**src/rtl/hqm_list_sel_rf_pg_pkg.sv**
```systemverilog
// Shared constants and power-FSM state encoding for the list-select RF power-gating controller.
package hqm_list_sel_rf_pg_pkg;

    localparam int RF_DEPTH = 4;
    localparam int RF_AW    = 2;
    localparam int RF_DW    = 72;
    localparam int RF_MW    = 73;

    typedef logic [2:0] pg_state_t;

    localparam pg_state_t ST_OFF     = 3'd0;
    localparam pg_state_t ST_PUP     = 3'd1;
    localparam pg_state_t ST_ISO_REL = 3'd2;
    localparam pg_state_t ST_ON      = 3'd3;
    localparam pg_state_t ST_PDN     = 3'd4;

endpackage

```
**src/rtl/hqm_list_sel_rf_pg_seq.sv**
```systemverilog
// Power sequencer: OFF/PUP/ISO_REL/ON/PDN with idle-timeout power-down; controls are decoded from state.
// Requests are only accepted in ON; anything else holds req_ready low until the RF is powered and de-isolated.
module hqm_list_sel_rf_pg_seq
    import hqm_list_sel_rf_pg_pkg::*;
#(
    parameter int IDLE_TIMEOUT = 16
) (
    input  logic clk,
    input  logic rst_n,
    input  logic cfg_pg_en,
    input  logic req_v,
    input  logic rd_busy,
    input  logic pwr_enable_b_out,
    output logic req_ready,
    output logic pgcb_isol_en,
    output logic pwr_enable_b_in,
    output logic pwr_on
);

    localparam logic [7:0] IDLE_MAX = 8'(IDLE_TIMEOUT - 1);

    pg_state_t  state;
    pg_state_t  state_nxt;
    logic [7:0] idle_cnt;
    logic       pdn_first;
    logic       accept;
    logic       idle_hit;

    assign accept   = req_v & req_ready;
    assign idle_hit = (idle_cnt == IDLE_MAX);

    always_comb begin
        state_nxt = state;
        case (state)
            ST_OFF:     if (req_v) state_nxt = ST_PUP;
            ST_PUP:     if (!pwr_enable_b_out) state_nxt = ST_ISO_REL;
            ST_ISO_REL: state_nxt = ST_ON;
            ST_ON:      if (idle_hit && cfg_pg_en && !req_v && !rd_busy) state_nxt = ST_PDN;
            // the echo is still low during the isolate-only cycle, so ignore it there
            ST_PDN:     if (!pdn_first && pwr_enable_b_out) state_nxt = ST_OFF;
            default:    state_nxt = ST_OFF;
        endcase
    end

    always_ff @(posedge clk or negedge rst_n) begin
        if (!rst_n) begin
            state     <= ST_OFF;
            pdn_first <= 1'b0;
            idle_cnt  <= 8'd0;
        end else begin
            state     <= state_nxt;
            pdn_first <= (state == ST_ON) && (state_nxt == ST_PDN);
            if ((state != ST_ON) || accept || rd_busy) begin
                idle_cnt <= 8'd0;
            end else if (!idle_hit) begin
                idle_cnt <= idle_cnt + 8'd1;
            end
        end
    end

    assign req_ready       = (state == ST_ON);
    assign pwr_on          = (state == ST_ON);
    assign pgcb_isol_en    = !((state == ST_ISO_REL) || (state == ST_ON));
    assign pwr_enable_b_in = (state == ST_OFF) || ((state == ST_PDN) && !pdn_first);

endmodule

```
**src/rtl/hqm_list_sel_rf_pg_ctrl.sv**
```systemverilog
// Power-gated 4x72 RF front end: request->mem port 1 cycle, read data 3 cycles; no response back-pressure.
// Optional parity with HQM_LIST_SEL_RF_PG_CTRL_PAR_EN; req_ready low outside ON holds the client.
module hqm_list_sel_rf_pg_ctrl
    import hqm_list_sel_rf_pg_pkg::*;
#(
    parameter int IDLE_TIMEOUT = 16
) (
    input  logic             clk,
    input  logic             rst_n,
    input  logic             cfg_pg_en,
    input  logic             req_v,
    output logic             req_ready,
    input  logic             req_we,
    input  logic [RF_AW-1:0] req_addr,
    input  logic [RF_DW-1:0] req_wdata,
    output logic             rd_v,
    output logic [RF_DW-1:0] rd_data,
    output logic             rd_par_err,
    output logic             mem_we,
    output logic [RF_AW-1:0] mem_waddr,
    output logic [RF_MW-1:0] mem_wdata,
    output logic             mem_re,
    output logic [RF_AW-1:0] mem_raddr,
    input  logic [RF_MW-1:0] mem_rdata,
    output logic             pgcb_isol_en,
    output logic             pwr_enable_b_in,
    input  logic             pwr_enable_b_out,
    output logic             pwr_on
);

    logic accept;
    logic rd_p2;
    logic wpar;
    logic perr;

    assign accept = req_v & req_ready;

    hqm_list_sel_rf_pg_seq #(
        .IDLE_TIMEOUT (IDLE_TIMEOUT)
    ) u_seq (
        .clk              (clk),
        .rst_n            (rst_n),
        .cfg_pg_en        (cfg_pg_en),
        .req_v            (req_v),
        .rd_busy          (mem_re | rd_p2),
        .pwr_enable_b_out (pwr_enable_b_out),
        .req_ready        (req_ready),
        .pgcb_isol_en     (pgcb_isol_en),
        .pwr_enable_b_in  (pwr_enable_b_in),
        .pwr_on           (pwr_on)
    );

`ifdef HQM_LIST_SEL_RF_PG_CTRL_PAR_EN
    assign wpar = ^req_wdata;
    assign perr = ^mem_rdata;
`else
    logic unused_par_bit;
    assign unused_par_bit = mem_rdata[RF_MW-1];
    assign wpar = 1'b0;
    assign perr = 1'b0;
`endif

    // one request per cycle drives exactly one of the two ports, so we/re stay exclusive
    always_ff @(posedge clk or negedge rst_n) begin
        if (!rst_n) begin
            mem_we     <= 1'b0;
            mem_re     <= 1'b0;
            mem_waddr  <= '0;
            mem_raddr  <= '0;
            mem_wdata  <= '0;
            rd_p2      <= 1'b0;
            rd_v       <= 1'b0;
            rd_data    <= '0;
            rd_par_err <= 1'b0;
        end else begin
            mem_we <= accept & req_we;
            mem_re <= accept & ~req_we;
            if (accept && req_we) begin
                mem_waddr <= req_addr;
                mem_wdata <= {wpar, req_wdata};
            end
            if (accept && !req_we) begin
                mem_raddr <= req_addr;
            end
            rd_p2      <= mem_re;
            rd_v       <= rd_p2;
            rd_par_err <= rd_p2 & perr;
            if (rd_p2) begin
                rd_data <= mem_rdata[RF_DW-1:0];
            end
        end
    end

endmodule

```
**config.mk**
```make
export PLATFORM = sky130hd
export DESIGN_NAME = hqm_list_sel_rf_pg_ctrl
export DESIGN_NICKNAME = d
export VERILOG_FILES = /design/src/rtl/hqm_list_sel_rf_pg_pkg.sv /design/src/rtl/hqm_list_sel_rf_pg_seq.sv /design/src/rtl/hqm_list_sel_rf_pg_ctrl.sv
export SDC_FILE = /design/constraint.sdc
export NUM_CORES = 1
export LEC_CHECK = 0
export ABC_AREA = 0
export BUFFER_PORTS_ARGS = -buffer_cell sky130_fd_sc_hd__clkbuf_2
export CORE_MARGIN = 2
export CORE_UTILIZATION = 25
export CTS_CLUSTER_DIAMETER = 60
export DETAILED_ROUTE_END_ITERATION = 6
export PLACE_DENSITY = 0.6
export SYNTH_ARGS = -nofsm -noshare
export SYNTH_HDL_FRONTEND = slang
export SYNTH_SLANG_ARGS = --single-unit
```
**constraint.sdc**
```tcl
create_clock -name clk -period 2.1 [get_ports clk]
set_input_delay 0.315 -clock clk [delete_from_list [all_inputs] [get_ports clk]]
set_output_delay 0.315 -clock clk [all_outputs]
set_load 0.03 [all_outputs]
```
==> run summary, run 1 <==
Global routing
- vias in the first global route: 4468
- antenna violations before repair: 0
- GRT Residual Overflow: 0
- pin count of the biggest net entering global routing: 51
- global routing usage summed across all routing layers: 0.1098
- global-route wire length before repair: 23140 um

Routing
- DRC: 0
- routed wire length: 15260 um
- number of antenna-violating nets in the routed design: 0
- via count of the routed design: 4290
- DR iter-0 viols: 236
- number of iterations in the first detailed-routing pass: 4
- routed via count divided by cell count: 4.097
- DR WL/cell: 14.57 um

Timing
- number of failing setup endpoints in the final timing report: 0
- final hold viol count: 0
- Final Skew: 8.913 ps
- worst slew margin relative to its limit: 0.5824
- worst slew pin tran: 621.2 ps
- Max Clock Freq: 0.5402 GHz
- Final Slew Violations: 0
- final period utilization: 0.8815
- unrepaired setup endpoints after global routing: no
- time the final worst path needs with I/O delays and setup: 1851 ps
- post-route setup TNS: 0 ps

Floorplan
- vertical extent of the die: 164.3 um
- Ports: 310
- area of the placeable core: 25180 um^2
- starting density of the core: 0.2552
- number of cell rows: 58
- Die X-Extent: 164.3 um
- overall die area: 27000 um^2

Synthesis
- Cells after Synth: 388
- Syn Area/Cell: 16.56 um^2
- Post-Syn Area: 6426 um^2
- warnings from Yosys: 0
- distinct cell type count of the synthesized netlist: 31
- sequential share of the synthesized area: 0.6386
- Seq cells post-synth: 164

Layout
- final core utilization: 0.3587
- most frequent cells in the layout: sky130_fd_sc_hd__clkbuf_2, sky130_fd_sc_hd__dfrtp_1, sky130_fd_sc_hd__mux2_2
- design area: 9032 um^2
- Filler cells: 2477
- diode insertion count for antenna repair: 0
- share of cells above drive strength 1: 0.6932
- area grow syn2layout: 40.56%
- most common library cell in the layout ignoring fill and taps: sky130_fd_sc_hd__clkbuf_2
- net count of the finished layout: 859

Clocking
- latest clock arrival within the worst-skew pair: 410 ps
- clock edge transition at the registers on the reported setup and hold paths: 70 ps
- number of sinks handled by clock tree synthesis: 164
- post-cts gate resize count: 0
- clock root buffer: sky130_fd_sc_hd__clkbuf_16
- Inserted Clock Buffers: 17
- CTS H-tree lvls: 4
- clock tree from TritonCTS: done
- largest buffer count on any clock path: 2

Critical path
- Top delay family on crit path: simple AND/OR/NAND/NOR gates
- arrival time reported for the critical path endpoint: 2140 ps
- critical path endpoint category: flop
- cell type of the slowest stage on the worst timing path: sky130_fd_sc_hd__dfrtp_1
- critical path's largest stage delay: 430 ps
- required time of the critical path: 2390 ps
- category of the most critical setup path: flop to flop
- sort of element at the start of the critical path: flop
- cell occurring most often along the worst timing path: sky130_fd_sc_hd__buf_12
- critical path fanouts, max: 15
- Buf+Inv Stages, Crit Path: 2
- ordered cell list for the critical path: and3b_1, nand3_4, buf_12, buf_12, mux2_4

Run
- number of maximum-capacitance constraint violations: 0

Power
- Worst VDD drop: 0.4211 mV
- power per standard cell area: 1046 nW/um^2
- leakage power: 4.539 nW

Placement
- cell area after placement: 8409 um^2
- HPWL after detailed placement: 11480 um
- number of buffers added on ports: 306
- routability congestion estimate: 0.7341

Run status
- run status: finished clean

Hold path
- worst hold-check path type: input pin to flop

## metal layers
layer / part of all wire / global-route usage
met5: 0 / 0
met1: 0.39 / 0.1246
met3: 0.097 / 0.04242
met4: 0.011 / 0.03549
met2: 0.50 / 0.1892
## Yosys cell counts
cell / count / share of area
sky130_fd_sc_hd__a21boi_0: 1 / 0.0012
sky130_fd_sc_hd__clkbuf_1: 2 / 0.0012
sky130_fd_sc_hd__buf_2: 9 / 0.0070
sky130_fd_sc_hd__nand3_1: 4 / 0.0031
sky130_fd_sc_hd__nor4_2: 1 / 0.0019
sky130_fd_sc_hd__a21oi_1: 7 / 0.0055
sky130_fd_sc_hd__xnor2_1: 1 / 0.0014
sky130_fd_sc_hd__conb_1: 1 / 0.00058
sky130_fd_sc_hd__and3b_1: 2 / 0.0027
sky130_fd_sc_hd__buf_4: 4 / 0.0047
sky130_fd_sc_hd__nand2b_1: 1 / 0.00097
sky130_fd_sc_hd__or3_1: 3 / 0.0029
sky130_fd_sc_hd__o211ai_1: 1 / 0.0012
sky130_fd_sc_hd__a211oi_1: 2 / 0.0023
sky130_fd_sc_hd__inv_1: 3 / 0.0018
sky130_fd_sc_hd__buf_6: 6 / 0.011
sky130_fd_sc_hd__nor2_1: 3 / 0.0018
sky130_fd_sc_hd__a31oi_1: 1 / 0.00097
sky130_fd_sc_hd__nand3_2: 1 / 0.0016
sky130_fd_sc_hd__nor3_1: 8 / 0.0062
sky130_fd_sc_hd__nand4_1: 1 / 0.00097
sky130_fd_sc_hd__nand2_1: 3 / 0.0018
sky130_fd_sc_hd__mux2_4: 49 / 0.11
sky130_fd_sc_hd__and4_1: 1 / 0.0014
sky130_fd_sc_hd__o21ai_0: 5 / 0.0039
sky130_fd_sc_hd__mux2_2: 99 / 0.17
sky130_fd_sc_hd__nor2b_1: 1 / 0.00097
sky130_fd_sc_hd__ha_1: 1 / 0.0019
sky130_fd_sc_hd__or4_1: 1 / 0.0012
sky130_fd_sc_hd__and3_1: 2 / 0.0019
sky130_fd_sc_hd__dfrtp_1: 164 / 0.64
## worst reg2reg max path: cells and delay by family, from the launching register on
family | cells | cell delay [ps]
and+or+nand+nor | 2 | 610
DFF | 1 | 430
buffers and inverters | 2 | 390
muxes | 1 | 300
## kinds of logic after synthesis
group | synth area share
DFF | 0.6386
muxes | 0.2880
and+or+nand+nor | 0.02940
buffers and inverters | 0.02512
AOI/OAI and AO/OA | 0.01499
adders and majority gates | 0.001947
other | 0.0005836
xor gates and xnor gates | 0.001363
## metrics by stage
step	power [mW]	hold WS (ps)	std cells	setup WS [ps]
after floorplan	5.404	19.41	389	518.0
after global placement	6.206	290.9	1015	309.8
after detailed placement	6.248	292.1	1015	258.1
after CTS	9.614	96.04	1047	245.8
after global routing	9.900	100.8	1047	175.5
final	9.446	127.0	1047	248.8
## flip-flops by register name, indices dropped and copies added (netlist names)
register,cells
rd_v,1
u_seq.state,3
mem_raddr,2
rd_data,72
mem_we,1
u_seq.pdn_first,1
mem_re,1
rd_p2,1
mem_waddr,2
u_seq.idle_cnt,8
mem_wdata,72
## timing repair
action,in CTS,in global routing
buffers inserted,0,0
endpoints found under the hold margin,43,0
hold buffers,1,0
## area by class of cell
class | count | area, um^2 | share of cell area
timing repair buffer | 318 | 1718 | 0.1902
sequential | 164 | 4105 | 0.4545
tap | 330 | 412.9 | 0.04571
multi-input combinational | 201 | 2172 | 0.2405
clock buffer | 19 | 432.9 | 0.04793
clock inverter | 12 | 180.2 | 0.01995
inverter | 3 | 11.26 | 0.001247
## where the power goes
group          switching, mW  total, mW  leakage [nW]  internal, mW
Clock                   1.30       3.29         0.294          1.99
Combinational           1.42       2.30          2.30         0.875
Sequential             0.244       3.86          1.95          3.61
Total                   2.96       9.45          4.54          6.48
## path summary, 6_finish.rpt
| kind | startpoint | slack, ps | cells after the start | endpoint |
|---|---|---|---|---|
| setup / recovery | u_seq.state[2] | 250 | 5 | mem_wdata[29] |
| hold / removal | req_wdata[0] | 130 | 2 | mem_wdata[0] |
| setup reg to reg | u_seq.state[2] | 250 | 5 | mem_wdata[29] |
| hold reg to reg | mem_re | 400 | 0 | rd_p2 |
| max in group asynchronous | rst_n | 1030 | 3 | rd_data[49] |
| min in group asynchronous | rst_n | 410 | 2 | mem_wdata[15] |
(Power assumes the default switching activity.)
==> run 2, diff against run 1 <==
--- a/config.mk
+++ b/config.mk
@@ -8,10 +8,10 @@
 export ABC_AREA = 0
 export BUFFER_PORTS_ARGS = -buffer_cell sky130_fd_sc_hd__clkbuf_2
 export CORE_MARGIN = 2
-export CORE_UTILIZATION = 25
+export CORE_UTILIZATION = 41
 export CTS_CLUSTER_DIAMETER = 60
 export DETAILED_ROUTE_END_ITERATION = 6
-export PLACE_DENSITY = 0.6
+export PLACE_DENSITY = 0.83
 export SYNTH_ARGS = -nofsm -noshare
 export SYNTH_HDL_FRONTEND = slang
 export SYNTH_SLANG_ARGS = --single-unit
==> run 2 against run 1 <==
Effect of this change: setup slack gained 27 ps; clock power shrank 9.7%; non-clock buffer count grew 2; largest cell class unchanged; utilization grew 22 points; routed wire length shrank 2.8%; highest routed layer unchanged; design area shrank 2.1%; worst hold slack lost 3.9 ps.
==> run summary, run 2 (synthesized netlist as in run 1, its figures left out) <==
Power
- power per standard cell area: 1035 nW/um^2, was 1046 nW/um^2
- Worst VDD drop: 0.5302 mV, was 0.4211 mV
- leakage power: 4.519 nW, was 4.539 nW
- total power: 9.146 mW, was 9.446 mW

Critical path
- required time of the critical path: 2390 ps, about the same
- critical path fanouts, max: 19, was 15
- category of the most critical setup path: flop to flop, unchanged
- critical path endpoint category: flop, unchanged
- sort of element at the start of the critical path: flop, unchanged
- arrival time reported for the critical path endpoint: 2120 ps, was 2140 ps

Placement
- routability congestion estimate: 0.7541, was 0.7341
- number of buffers added on ports: 306, unchanged
- HPWL after detailed placement: 11320 um, was 11480 um

Global routing
- global routing usage summed across all routing layers: 0.1762, was 0.1098
- GRT Residual Overflow: 0, unchanged
- pin count of the biggest net entering global routing: 71, was 51
- vias in the first global route: 4570, was 4468
- global-route wire length before repair: 22650 um, was 23140 um
- antenna violations before repair: 0, unchanged

Layout
- most common library cell in the layout ignoring fill and taps: sky130_fd_sc_hd__clkbuf_2, unchanged
- area grow syn2layout: 37.56%, was 40.56%
- net count of the finished layout: 861, was 859
- share of cells above drive strength 1: 0.6958, was 0.6932
- diode insertion count for antenna repair: 0, unchanged
- most frequent cells in the layout: sky130_fd_sc_hd__clkbuf_2, sky130_fd_sc_hd__dfrtp_1, sky130_fd_sc_hd__mux2_2, unchanged
- biggest regs: mem_wdata x72, rd_data x72, u_seq.idle_cnt x8, unchanged
- final core utilization: 0.5793, was 0.3587

Timing
- worst slew pin tran: 621.1 ps, was 621.2 ps
- Final Slew Violations: 0, unchanged
- Final Skew: 7.188 ps, was 8.913 ps
- post-route setup TNS: 0 ps, unchanged
- number of failing setup endpoints in the final timing report: 0, unchanged
- time the final worst path needs with I/O delays and setup: 1824 ps, was 1851 ps
- final period utilization: 0.8685, was 0.8815
- final hold viol count: 0, unchanged
- worst slew margin relative to its limit: 0.5825, was 0.5824
- Worst Hold Margin: 123.1 ps, was 127.0 ps
- Max Clock Freq: 0.5483 GHz, was 0.5402 GHz
- unrepaired setup endpoints after global routing: no, unchanged

Routing
- via count of the routed design: 4366, was 4290
- DRC: 0, unchanged
- DR iter-0 viols: 129, was 236
- routed wire length: 14830 um, was 15260 um
- number of antenna-violating nets in the routed design: 0, unchanged
- routed via count divided by cell count: 4.690, was 4.097
- number of iterations in the first detailed-routing pass: 4, unchanged
- DR WL/cell: 15.93 um, was 14.57 um

Floorplan
- Die X-Extent: 129.2 um, was 164.3 um
- number of cell rows: 45, was 58
- vertical extent of the die: 129.2 um, was 164.3 um
- overall die area: 16690 um^2, was 27000 um^2
- area of the placeable core: 15260 um^2, was 25180 um^2
- Ports: 310, unchanged
- starting density of the core: 0.4212, was 0.2552

Clocking
- CTS H-tree lvls: 4, unchanged
- clock tree from TritonCTS: done, unchanged
- clock root buffer: sky130_fd_sc_hd__clkbuf_16, unchanged
- post-cts gate resize count: 0, unchanged
- latest clock arrival within the worst-skew pair: 420 ps, was 410 ps
- clock edge transition at the registers on the reported setup and hold paths: 70 ps, about the same
- count of hold-fix buffers inserted at cts: 1, unchanged
- largest buffer count on any clock path: 2, unchanged
- Inserted Clock Buffers: 17, unchanged
- number of sinks handled by clock tree synthesis: 164, unchanged
- count of buffers added by post-CTS timing repair for setup: 0, unchanged

Hold path
- worst hold-check path type: input pin to flop, unchanged

Run status
- run status: finished clean, unchanged

Run
- number of maximum-capacitance constraint violations: 0, unchanged

run 2: changes by cell type in the layout (fill, tap and decap cells not counted):
cell | previous run | this run
sky130_fd_sc_hd__clkbuf_1 | 2 | 1
sky130_fd_sc_hd__clkinv_4 | 2 | 3
sky130_fd_sc_hd__buf_12 | 7 | 6
sky130_fd_sc_hd__inv_6 | 2 | 4
sky130_fd_sc_hd__bufinv_16 | 4 | 1
sky130_fd_sc_hd__clkbuf_8 | 0 | 1
sky130_fd_sc_hd__clkinvlp_4 | 2 | 3
sky130_fd_sc_hd__buf_4 | 4 | 7
run 2: metrics by stage:
stage	cell area, um^2	cells	worst slack, ps
floorplan	6430	389	518.0
global placement	8263	898	338.6
detailed placement	8263	898	288.0
CTS	8840	931	273.0
global route	8840	931	192.4
finish	8840	931	276.2
run 2: report_power, final:
| part | leakage [nW] | internal, mW | switching (mW) |
|---|---|---|---|
| clock | 0.271 | 1.68 | 1.29 |
| sequential | 1.95 | 3.62 | 0.257 |
| combinational | 2.30 | 0.874 | 1.43 |
| total | 4.52 | 6.17 | 2.98 |
run 2: layer usage:
metal / part of all wire / wire, um / GRT usage / vias up
met3: 0.080 / 1181 / 0.05574 / 20
met4: 0.017 / 248 / 0.06522 / 0
li1: - / - / - / 2010
met1: 0.38 / 5689 / 0.1988 / 2137
met2: 0.52 / 7711 / 0.3130 / 199
met5: 0 / 0 / 0 / -
run 2: final cells by class:
type                            count  area [um^2]
Fill cell                        1242         6419
Clock inverter                     13        123.9
Inverter                            3        11.26
Tap cell                          211        264.0
Multi-Input combinational cell    201         2172
Timing Repair Buffer              320         1720
Sequential cell                   164         4105
Clock buffer                       19        442.9
run 2: critical path: stages, from the launching register on:
cell and delay [ps]:
sky130_fd_sc_hd__dfrtp_1 430, sky130_fd_sc_hd__and3b_1 380, sky130_fd_sc_hd__nand3_4 300, sky130_fd_sc_hd__buf_12 280, sky130_fd_sc_hd__mux2_4 310
run 2: final timing paths:
check / start / end / slack, ps / cells after the start
worst max-delay path: u_seq.state[2] / mem_wdata[53] / 280 / 4
worst min-delay path: req_wdata[47] / mem_wdata[47] / 120 / 2
worst max register to register: u_seq.state[2] / mem_wdata[53] / 280 / 4
worst min register to register: mem_re / rd_p2 / 410 / 0
max in group asynchronous: rst_n / mem_wdata[68] / 1120 / 3
min in group asynchronous: rst_n / mem_wdata[20] / 400 / 2
==> run 3, diff against run 2 <==
--- a/config.mk
+++ b/config.mk
@@ -6,12 +6,13 @@
 export NUM_CORES = 1
 export LEC_CHECK = 0
 export ABC_AREA = 0
-export BUFFER_PORTS_ARGS = -buffer_cell sky130_fd_sc_hd__clkbuf_2
 export CORE_MARGIN = 2
 export CORE_UTILIZATION = 41
 export CTS_CLUSTER_DIAMETER = 60
+export CTS_CLUSTER_SIZE = 24
 export DETAILED_ROUTE_END_ITERATION = 6
-export PLACE_DENSITY = 0.83
+export DONT_BUFFER_PORTS = 1
+export PLACE_DENSITY = 0.66
 export SYNTH_ARGS = -nofsm -noshare
 export SYNTH_HDL_FRONTEND = slang
 export SYNTH_SLANG_ARGS = --single-unit
==> run 3 against run 2 <==
Effect of this change: the flow now finishes with violations (hold timing); non-clock buffer count is 311 lower; combinational power down 72%; utilization decreased by 10 points; via count fell by 26%; clock power up 8.4%; setup slack improved by 11 ps; routed wire length down 13%; total power is 4.3% lower; sequential power grew 26%; clock-buffer cell count is the same; die area unchanged.
==> run summary, run 3 (synthesized netlist as in run 1, its figures left out) <==
Global routing
- global-route wire length before repair: 19320 um, was 22650 um
- global routing usage summed across all routing layers: 0.1526, was 0.1762
- pin count of the biggest net entering global routing: 165, was 71
- GRT Residual Overflow: 0, unchanged
- vias in the first global route: 3516, was 4570
- antenna violations before repair: 0, unchanged

Placement
- placed cells: 588, was 898
- HPWL after detailed placement: 9473 um, was 11320 um
- worst slack at placement: 308.5 ps, was 288.0 ps
- routability congestion estimate: 0.7554, was 0.7541
- number of buffers added on ports: 0, was 306

Floorplan
- area of the placeable core: 15260 um^2, unchanged
- vertical extent of the die: 129.2 um, unchanged
- Ports: 310, unchanged
- starting density of the core: 0.4212, unchanged
- Die X-Extent: 129.2 um, unchanged
- number of cell rows: 45, unchanged
- overall die area: 16690 um^2, unchanged

Run status
- failing checks: hold timing
- run status: finished with violations, was finished clean

Timing
- Max Clock Freq: 0.5517 GHz, was 0.5483 GHz
- Final Skew: 10.36 ps, was 7.188 ps
- worst slew pin tran: 694.1 ps, was 621.1 ps
- post-route setup TNS: 0 ps, unchanged
- time the final worst path needs with I/O delays and setup: 1812 ps, was 1824 ps
- final period utilization: 0.8631, was 0.8685
- unrepaired setup endpoints after global routing: no, unchanged
- Final Slew Violations: 0, unchanged
- final hold viol count: 164, was 0
- number of failing setup endpoints in the final timing report: 0, unchanged
- Worst Hold Margin: -414.0 ps, was 123.1 ps
- worst slew margin relative to its limit: 0.5334, was 0.5825
- least setup slack across all paths after layout: 287.5 ps, was 276.2 ps

Routing
- number of iterations in the first detailed-routing pass: 4, unchanged
- DRC: 0, unchanged
- DR iter-0 viols: 111, was 129
- met1 wire length: 4318 um, was 5689 um
- routed wire length: 12910 um, was 14830 um
- DR WL/cell: 20.83 um, was 15.93 um
- routed via count divided by cell count: 5.229, was 4.690
- number of antenna-violating nets in the routed design: 0, unchanged
- highest layer used for signal routing: met4, unchanged
- amount of wire on met2 after detailed routing: 6827 um, was 7711 um
- via count of the routed design: 3242, was 4366
- wire length on met3: 1552 um, was 1181 um

Power
- Worst VDD drop: 0.5444 mV, was 0.5302 mV
- leakage power: 3.234 nW, was 4.519 nW
- power per standard cell area: 1204 nW/um^2, was 1035 nW/um^2

Layout
- most frequent cells in the layout: sky130_fd_sc_hd__dfrtp_1, sky130_fd_sc_hd__mux2_2, sky130_fd_sc_hd__mux2_4, was sky130_fd_sc_hd__clkbuf_2, sky130_fd_sc_hd__dfrtp_1, sky130_fd_sc_hd__mux2_2
- share of cells above drive strength 1: 0.4694, was 0.6958
- area grow syn2layout: 13.12%, was 37.56%
- most common library cell in the layout ignoring fill and taps: sky130_fd_sc_hd__dfrtp_1, was sky130_fd_sc_hd__clkbuf_2
- net count of the finished layout: 550, was 861
- biggest regs: mem_wdata x72, rd_data x72, u_seq.idle_cnt x8, unchanged
- filler-free cell count of the finished design: 620, was 931
- diode insertion count for antenna repair: 0, unchanged

Clocking
- largest buffer count on any clock path: 2, unchanged
- latest clock arrival within the worst-skew pair: 420 ps, about the same
- clock tree from TritonCTS: done, unchanged
- Inserted Clock Buffers: 17, unchanged
- CTS H-tree lvls: 4, unchanged
- clock edge transition at the registers on the reported setup and hold paths: 60 ps, was 70 ps
- count of buffers added by post-CTS timing repair for setup: 0, unchanged
- clock root buffer: sky130_fd_sc_hd__clkbuf_16, unchanged
- post-cts gate resize count: 0, unchanged
- number of sinks handled by clock tree synthesis: 164, unchanged

Critical path
- critical path endpoint category: flop, unchanged
- critical path fanouts, max: 26, was 19
- sort of element at the start of the critical path: flop, unchanged
- arrival time reported for the critical path endpoint: 2120 ps, about the same
- category of the most critical setup path: flop to flop, unchanged
- required time of the critical path: 2400 ps, was 2390 ps

Hold path
- worst hold-check path type: input pin to asynchronous set/reset pin, was input pin to flop

Run
- number of maximum-capacitance constraint violations: 0, unchanged

-- run 3: critical path, cell delays in order, from the launching register on --
cell and delay [ps]:
sky130_fd_sc_hd__dfrtp_1 440, sky130_fd_sc_hd__and3b_1 340, sky130_fd_sc_hd__nand3_4 280, sky130_fd_sc_hd__buf_12 290, sky130_fd_sc_hd__mux2_4 320
-- run 3: cell type report --
class / instances / area, um^2
Fill cell: 1277 / 7989
Sequential cell: 164 / 4105
Multi-Input combinational cell: 201 / 2172
Clock buffer: 19 / 452.9
Tap cell: 211 / 264.0
Clock inverter: 13 / 171.4
Timing Repair Buffer: 9 / 92.59
Inverter: 3 / 11.26
-- run 3: worst paths after layout --
check                                startpoint  cells after the start  slack (ps)        endpoint
min in group clk                  req_wdata[30]                      1          30   mem_wdata[30]
max in group asynchronous                 rst_n                      0        2330   mem_wdata[33]
worst max-delay path             u_seq.state[2]                      4         290   mem_wdata[44]
worst min-delay path                      rst_n                      0        -410   mem_wdata[21]
worst min register to register  u_seq.pdn_first                      2         540  u_seq.state[2]
worst max register to register   u_seq.state[2]                      4         290   mem_wdata[44]
-- run 3: per-stage QoR --
stage | power (mW) | area (um^2) | util
after CTS | 8.870 | 7269 | 0.4764
final | 8.755 | 7269 | 0.4764
after detailed placement | 5.611 | 6645 | 0.4355
after global routing | 9.103 | 7269 | 0.4764
after global placement | 5.571 | 6645 | 0.4355
after floorplan | 5.404 | 6430 | -
-- run 3: metal layers --
layer	vias to the layer above	track usage
li1	1389	-
met1	1628	0.1549
met2	208	0.2663
met3	17	0.07597
met4	0	0.06394
met5	-	0
-- run 3: report_power, final --
| group | internal [mW] | total, mW | switching (mW) |
|---|---|---|---|
| Clock | 1.95 | 3.22 | 1.27 |
| Sequential | 3.60 | 4.89 | 1.28 |
| Combinational | 0.463 | 0.649 | 0.186 |
